### src/rtl/mem_port_arbiter_if.sv
// mem_port_arbiter_if: requester, memory and status signals of the shared memory port.
//   slave  : arbiter side (takes IF/DM requests and mem_rdata, drives grants, dones, rdata, mem_*, busy)
//   master : requesters/memory side (drives requests and mem_rdata, observes the rest)
interface mem_port_arbiter_if #(parameter int N = 32);
  logic         if_req;
  logic [N-1:0] if_addr;
  logic         if_gnt;
  logic         if_done;
  logic [N-1:0] if_rdata;
  logic         dm_req;
  logic         dm_we;
  logic [N-1:0] dm_addr;
  logic [N-1:0] dm_wdata;
  logic [2:0]   dm_access;
  logic         dm_gnt;
  logic         dm_done;
  logic [N-1:0] dm_rdata;
  logic         mem_en;
  logic         mem_we;
  logic [N-1:0] mem_addr;
  logic [N-1:0] mem_wdata;
  logic [2:0]   mem_access;
  logic [N-1:0] mem_rdata;
  logic         busy;
  modport slave (
    input  if_req, if_addr, dm_req, dm_we, dm_addr, dm_wdata, dm_access, mem_rdata,
    output if_gnt, if_done, if_rdata, dm_gnt, dm_done, dm_rdata,
           mem_en, mem_we, mem_addr, mem_wdata, mem_access, busy
  );
  modport master (
    output if_req, if_addr, dm_req, dm_we, dm_addr, dm_wdata, dm_access, mem_rdata,
    input  if_gnt, if_done, if_rdata, dm_gnt, dm_done, dm_rdata,
           mem_en, mem_we, mem_addr, mem_wdata, mem_access, busy
  );
endinterface

### src/rtl/mem_port_arbiter.sv
// mem_port_arbiter: shares one memory port between instruction fetch (IF) and data access (DM).
//   clk, rst : clock (rising edge), asynchronous active-high reset
//   bus      : mem_port_arbiter_if.slave (IF/DM request-grant-done, memory port, busy)
//   Each access: IDLE (arbitrate, latch port) -> ACCESS x LATENCY -> DONE (done pulse) -> IDLE.
//   ARB_ROUND_ROBIN_EN defined: ties go to the requester that did not own the last access;
//   undefined: DM wins every tie.
module mem_port_arbiter #(
  parameter int N       = 32,
  parameter int LATENCY = 2,
  parameter int CNT_W   = 4
) (
  input logic            clk,
  input logic            rst,
  mem_port_arbiter_if.slave bus
);
  typedef enum logic [1:0] {IDLE, ACCESS, DONE} state_t;
  typedef enum logic {OWN_IF, OWN_DM} owner_t;
  state_t     state;
  owner_t     owner;
  logic [CNT_W-1:0] cnt;
  logic       pick_dm;
`ifdef ARB_ROUND_ROBIN_EN
  owner_t     last_owner;
  assign pick_dm = bus.dm_req && (!bus.if_req || last_owner == OWN_IF);
`else
  assign pick_dm = bus.dm_req;
`endif
  assign bus.busy = state != IDLE;
  always_ff @(posedge clk or posedge rst) begin
    if (rst) begin
      state          <= IDLE;
      owner          <= OWN_IF;
      cnt            <= '0;
      bus.if_gnt     <= 1'b0;
      bus.if_done    <= 1'b0;
      bus.if_rdata   <= '0;
      bus.dm_gnt     <= 1'b0;
      bus.dm_done    <= 1'b0;
      bus.dm_rdata   <= '0;
      bus.mem_en     <= 1'b0;
      bus.mem_we     <= 1'b0;
      bus.mem_addr   <= '0;
      bus.mem_wdata  <= '0;
      bus.mem_access <= '0;
    end else begin
      bus.if_gnt  <= 1'b0;
      bus.dm_gnt  <= 1'b0;
      bus.if_done <= 1'b0;
      bus.dm_done <= 1'b0;
      bus.mem_we  <= 1'b0;
      case (state)
        IDLE: if (bus.if_req || bus.dm_req) begin
          state          <= ACCESS;
          owner          <= pick_dm ? OWN_DM : OWN_IF;
          cnt            <= CNT_W'(LATENCY - 1);
          bus.if_gnt     <= !pick_dm;
          bus.dm_gnt     <= pick_dm;
          bus.mem_en     <= 1'b1;
          // strobe lasts only the first ACCESS cycle; the default above clears it
          bus.mem_we     <= pick_dm && bus.dm_we;
          bus.mem_addr   <= pick_dm ? bus.dm_addr : bus.if_addr;
          bus.mem_wdata  <= pick_dm ? bus.dm_wdata : '0;
          // instruction fetches are always full words
          bus.mem_access <= pick_dm ? bus.dm_access : 3'b010;
        end
        ACCESS: if (cnt == '0) begin
          state       <= DONE;
          bus.mem_en  <= 1'b0;
          bus.if_done <= owner == OWN_IF;
          bus.dm_done <= owner == OWN_DM;
          // stores also load dm_rdata; the value is meaningless but harmless
          if (owner == OWN_DM) bus.dm_rdata <= bus.mem_rdata;
          else bus.if_rdata <= bus.mem_rdata;
        end else begin
          cnt <= cnt - CNT_W'(1);
        end
        DONE: state <= IDLE;
        default: state <= IDLE;
      endcase
    end
  end
`ifdef ARB_ROUND_ROBIN_EN
  always_ff @(posedge clk or posedge rst) begin
    if (rst) last_owner <= OWN_IF;
    else if (state == IDLE && (bus.if_req || bus.dm_req)) last_owner <= pick_dm ? OWN_DM : OWN_IF;
  end
`endif
endmodule

### src/flat_wrapper.sv
// flat-port wrapper written by rule: the top's interface ports become plain ports
module mem_port_arbiter_flat 
#(
  parameter int N       = 32,
  parameter int LATENCY = 2,
  parameter int CNT_W   = 4
)
  (clk, rst, bus_if_req, bus_if_addr, bus_dm_req, bus_dm_we, bus_dm_addr, bus_dm_wdata, bus_dm_access, bus_mem_rdata, bus_if_gnt, bus_if_done, bus_if_rdata, bus_dm_gnt, bus_dm_done, bus_dm_rdata, bus_mem_en, bus_mem_we, bus_mem_addr, bus_mem_wdata, bus_mem_access, bus_busy);
  mem_port_arbiter_if #(.N(N)) bus_i ();
  input logic clk;
  input logic rst;
  input wire logic [$bits(bus_i.if_req)-1:0] bus_if_req;
  input wire logic [$bits(bus_i.if_addr)-1:0] bus_if_addr;
  input wire logic [$bits(bus_i.dm_req)-1:0] bus_dm_req;
  input wire logic [$bits(bus_i.dm_we)-1:0] bus_dm_we;
  input wire logic [$bits(bus_i.dm_addr)-1:0] bus_dm_addr;
  input wire logic [$bits(bus_i.dm_wdata)-1:0] bus_dm_wdata;
  input wire logic [$bits(bus_i.dm_access)-1:0] bus_dm_access;
  input wire logic [$bits(bus_i.mem_rdata)-1:0] bus_mem_rdata;
  output wire logic [$bits(bus_i.if_gnt)-1:0] bus_if_gnt;
  output wire logic [$bits(bus_i.if_done)-1:0] bus_if_done;
  output wire logic [$bits(bus_i.if_rdata)-1:0] bus_if_rdata;
  output wire logic [$bits(bus_i.dm_gnt)-1:0] bus_dm_gnt;
  output wire logic [$bits(bus_i.dm_done)-1:0] bus_dm_done;
  output wire logic [$bits(bus_i.dm_rdata)-1:0] bus_dm_rdata;
  output wire logic [$bits(bus_i.mem_en)-1:0] bus_mem_en;
  output wire logic [$bits(bus_i.mem_we)-1:0] bus_mem_we;
  output wire logic [$bits(bus_i.mem_addr)-1:0] bus_mem_addr;
  output wire logic [$bits(bus_i.mem_wdata)-1:0] bus_mem_wdata;
  output wire logic [$bits(bus_i.mem_access)-1:0] bus_mem_access;
  output wire logic [$bits(bus_i.busy)-1:0] bus_busy;
  assign bus_i.if_req = bus_if_req;
  assign bus_i.if_addr = bus_if_addr;
  assign bus_i.dm_req = bus_dm_req;
  assign bus_i.dm_we = bus_dm_we;
  assign bus_i.dm_addr = bus_dm_addr;
  assign bus_i.dm_wdata = bus_dm_wdata;
  assign bus_i.dm_access = bus_dm_access;
  assign bus_i.mem_rdata = bus_mem_rdata;
  assign bus_if_gnt = bus_i.if_gnt;
  assign bus_if_done = bus_i.if_done;
  assign bus_if_rdata = bus_i.if_rdata;
  assign bus_dm_gnt = bus_i.dm_gnt;
  assign bus_dm_done = bus_i.dm_done;
  assign bus_dm_rdata = bus_i.dm_rdata;
  assign bus_mem_en = bus_i.mem_en;
  assign bus_mem_we = bus_i.mem_we;
  assign bus_mem_addr = bus_i.mem_addr;
  assign bus_mem_wdata = bus_i.mem_wdata;
  assign bus_mem_access = bus_i.mem_access;
  assign bus_busy = bus_i.busy;
  mem_port_arbiter #(.N(N), .LATENCY(LATENCY), .CNT_W(CNT_W)) u_core (.clk(clk), .rst(rst), .bus(bus_i));
endmodule
### config.mk
export PLATFORM = sky130hd
export DESIGN_NAME = mem_port_arbiter_flat
export DESIGN_NICKNAME = d
export VERILOG_FILES = /design/src/rtl/mem_port_arbiter_if.sv /design/src/rtl/mem_port_arbiter.sv /design/src/flat_wrapper.sv
export SDC_FILE = /design/constraint.sdc
export NUM_CORES = 1
export LEC_CHECK = 0
export CAP_MARGIN = 20
export CORE_MARGIN = 5
export CORE_UTILIZATION = 38
export CTS_BUF_LIST = sky130_fd_sc_hd__clkbuf_2
export DETAILED_ROUTE_END_ITERATION = 8
export HOLD_SLACK_MARGIN = 0.06
export PLACE_DENSITY = 0.83
export SETUP_SLACK_MARGIN = 0.4
export SLEW_MARGIN = 40
export SYNTH_ARGS = -nofsm -noshare
export SYNTH_HDL_FRONTEND = slang
export SYNTH_SLANG_ARGS = --single-unit
### constraint.sdc
create_clock -name clk -period 4.75 [get_ports clk]
set_input_delay 0.95 -clock clk [delete_from_list [all_inputs] [get_ports clk]]
set_output_delay 0.95 -clock clk [all_outputs]
set_load 0.005 [all_outputs]
==> out/metrics.yaml <==
cpLargestDelayFamily: "buffers and inverters"
pwr_density_cell_nw_per_um2: 596.4
routed_via_density: 4.979
finalHoldViolCount: 0
clkLatencyLatePin_ns: 0.66
drt_wl_total_um: 15720
cpPeakStageDelay_ns: 0.53
rsz0062_at_grt: "no"
die_area_um2: 18040
grt_util_met2: 0.2986
grt_pass1_wl_um: 24890
synth_nets: 544
seq_power_share: 0.398
cts_root_buf: "clkbuf_2"
report.final.slew_viol_count: 0
start_kind: "register"
synth_area_leaders: "dfrtp_1, mux2_4, mux2i_1"
ctsHtreeMaxLevel: 4
power_frac_comb: 0.481
rows: 45
min_period_ns: 3.203
sw_frac_of_total: 0.3075
grt.met1_usage: 0.2066
grtUsageTotal: 0.1752
port-buffer-count: 273
synthTopCellsByCount: "dfrtp_1, o21ai_0, mux2_4"
synth_edf_count: 0
maxCapViolCount: 0
critPathBufInv: 2
drc: 0
worstSetupEndpointType: "output pin"
core_um2: 15200
antenna_found_initial: 1
synth-seq-cells: 144
ir_drop_mv: 0.2651
grt_overflow: 0
crit_type: "reg2out"
die_h_um: 134.3
first_iter_violations: 114
dr.pass1.iters: 4
internal_power_mw: 3.707
cts_setup_buffers: 0
p_switching_mw: 1.646
routedWlPerCell_um: 17.93
power.total_mw: 5.354
tns_ns: 0
status: "finished, final reports clean"
tightest_slew_ns: 0.7632
cts_made_buffers: 17
placedCellCount: 845
yosysMostFrequentCell: "dfrtp_1"
syn_area_um2: 5871
period_share: 0.6744
fmax_mhz: 312.2
avgSynthCellArea_um2: 14.46
use_met3: 0.06977
gp_congestion: 0.7727
slew_headroom: 0.4904
worst_slack_ns: 1.547
setup_violations: 0
synth-main-ff-cell: "dfrtp_1"
synth_warnings: 0
hp-class: "reg2reg"
tritoncts: "done"
grt_pass1_vias: 4781
synth_top_area_frac: 0.6138
critPathMaxFanout: 37
start_util: 0.3862
cpMaxStageDelayCell: "clkdlybuf4s50_1"
ctsHoldBuffers: 0
clk_pin_slew_worst_paths_ns: 0.20
clock-sinks: 144
finClkSkew_ns: 0.01795
place_ws_ns: 2.178
nets: 815
instances_no_fill: 877
synth_seq_area_share: 0.6138
ys_async_sr_fraction: 1.000
worst_ep_required_time_ns: 3.80
cellLeakagePower_nw: 4.013
grt_max_degree: 76
cts_buffer_depth: 2
ios: 274
clockPowerShare: 0.121
syn_to_final_growth_pct: 52.90
crit_chain: "nor2_2 -> inv_2 -> clkdlybuf4s50_1"
fp.dieW_um: 134.3
yosysTopAreaCell: "dfrtp_1"
grt-busiest-layer: "met2"
antenna_left: 0
cp_data_arrival_time_ns: 2.25
drive_gt1_frac: 0.1570
syn_inst: 406
synth.distinct_cells: 32
dp_hpwl_um: 11540
num_vias: 4367
cts.repair.resized: 0
worst register-to-register path: stages, from the launching register on:
cell and delay (ns):
dfrtp_1 0.43, inv_1 0.11, ha_1 0.33, nand4b_4 0.63, mux2_2 0.56
per-layer routing:
layer | vias to the layer above | share of wire | routed length (µm)
li1 | 2012 | - | -
met5 | - | 0 | 0
met3 | 13 | 0.087 | 1360
met1 | 2137 | 0.40 | 6363
met2 | 205 | 0.50 | 7791
met4 | 0 | 0.013 | 206
logic make-up (layout without fill, tap and decap cells):
family,Yosys count,count (layout),synth area share
multiplexers,98,98,0.2078
flip-flops,144,144,0.6138
adder cells (fa/ha/maj),2,2,0.004262
AND/OR/NAND/NOR,16,16,0.02195
other,0,1,0
buffers and inverters,37,319,0.03474
AO/OA/AOI/OAI,109,109,0.1174
state kept, by name, summed over array words and instances, names as in the netlist:
| name | flops |
|---|---|
| u_core.bus.dm_done | 1 |
| u_core.bus.mem_wdata | 32 |
| u_core.bus.if_done | 1 |
| u_core.bus.dm_gnt | 1 |
| u_core.state | 2 |
| u_core.bus.mem_access | 3 |
| u_core.owner | 1 |
| u_core.bus.dm_rdata | 32 |
| u_core.bus.if_rdata | 32 |
| u_core.bus.if_gnt | 1 |
| u_core.cnt | 4 |
| u_core.bus.mem_en | 1 |
| u_core.bus.mem_we | 1 |
| u_core.bus.mem_addr | 32 |
power groups by stage:
stage	Combinational, mW	Sequential [mW]	Clock, mW
after floorplan	1.09	2.16	0
after global placement	2.53	2.13	0
after detailed placement	2.60	2.15	0
after CTS	2.61	2.14	0.679
after global routing	2.77	2.21	0.730
final	2.58	2.13	0.645
cell usage in the layout, fill, tap and decap left out, types with 2 or more instances in the layout:
cell type and instances:
o221ai_1 2, mux2_4 42, nand2b_1 3, clkinvlp_4 3
clkinv_2 4, clkbuf_2 17, clkinv_1 3, and3_1 2
mux2_2 23, dfrtp_1 144, nor2_2 3, clkinv_4 2
inv_1 8, buf_4 5, bufinv_16 2, a22o_1 34
o21ai_0 64, o21ai_1 3, mux2i_1 33, ha_1 2
clkdlybuf4s50_1 272
area by class of cell:
class	instances	area [µm²]
fillers	1188	6226
flip-flops and latches	144	3603
repair buffers	279	2808
multi-input cells	225	2077
well taps	188	235.2
clock inverters	13	123.9
clock buffers	17	85.08
inverters	10	41.29
diodes	1	2.502
worst paths after layout:
| path | start | slack, ns | end | cells past startpoint |
|---|---|---|---|---|
| max | u_core.state[0] | 1.55 | bus_busy | 3 |
| min | u_core.bus.if_rdata[15] | 0.53 | u_core.bus.if_rdata[15] | 1 |
| max reg2reg | u_core.cnt[0] | 2.60 | u_core.bus.if_rdata[22] | 4 |
| min reg2reg | u_core.bus.if_rdata[15] | 0.53 | u_core.bus.if_rdata[15] | 1 |
| max in group asynchronous | rst | 3.11 | u_core.bus.mem_access[0] | 3 |
| min in group asynchronous | rst | 0.71 | u_core.bus.mem_addr[9] | 2 |
metrics by stage:
stage	util	hold slack [ns]	cell area, µm²
floorplan	-	0.4979	5874
global placement	0.5746	0.4871	8735
detailed placement	0.5747	0.4919	8737
CTS	0.5885	0.5326	8946
global route	0.5905	0.5443	8976
finish	0.5905	0.5271	8976
(Power assumes the default switching activity.)
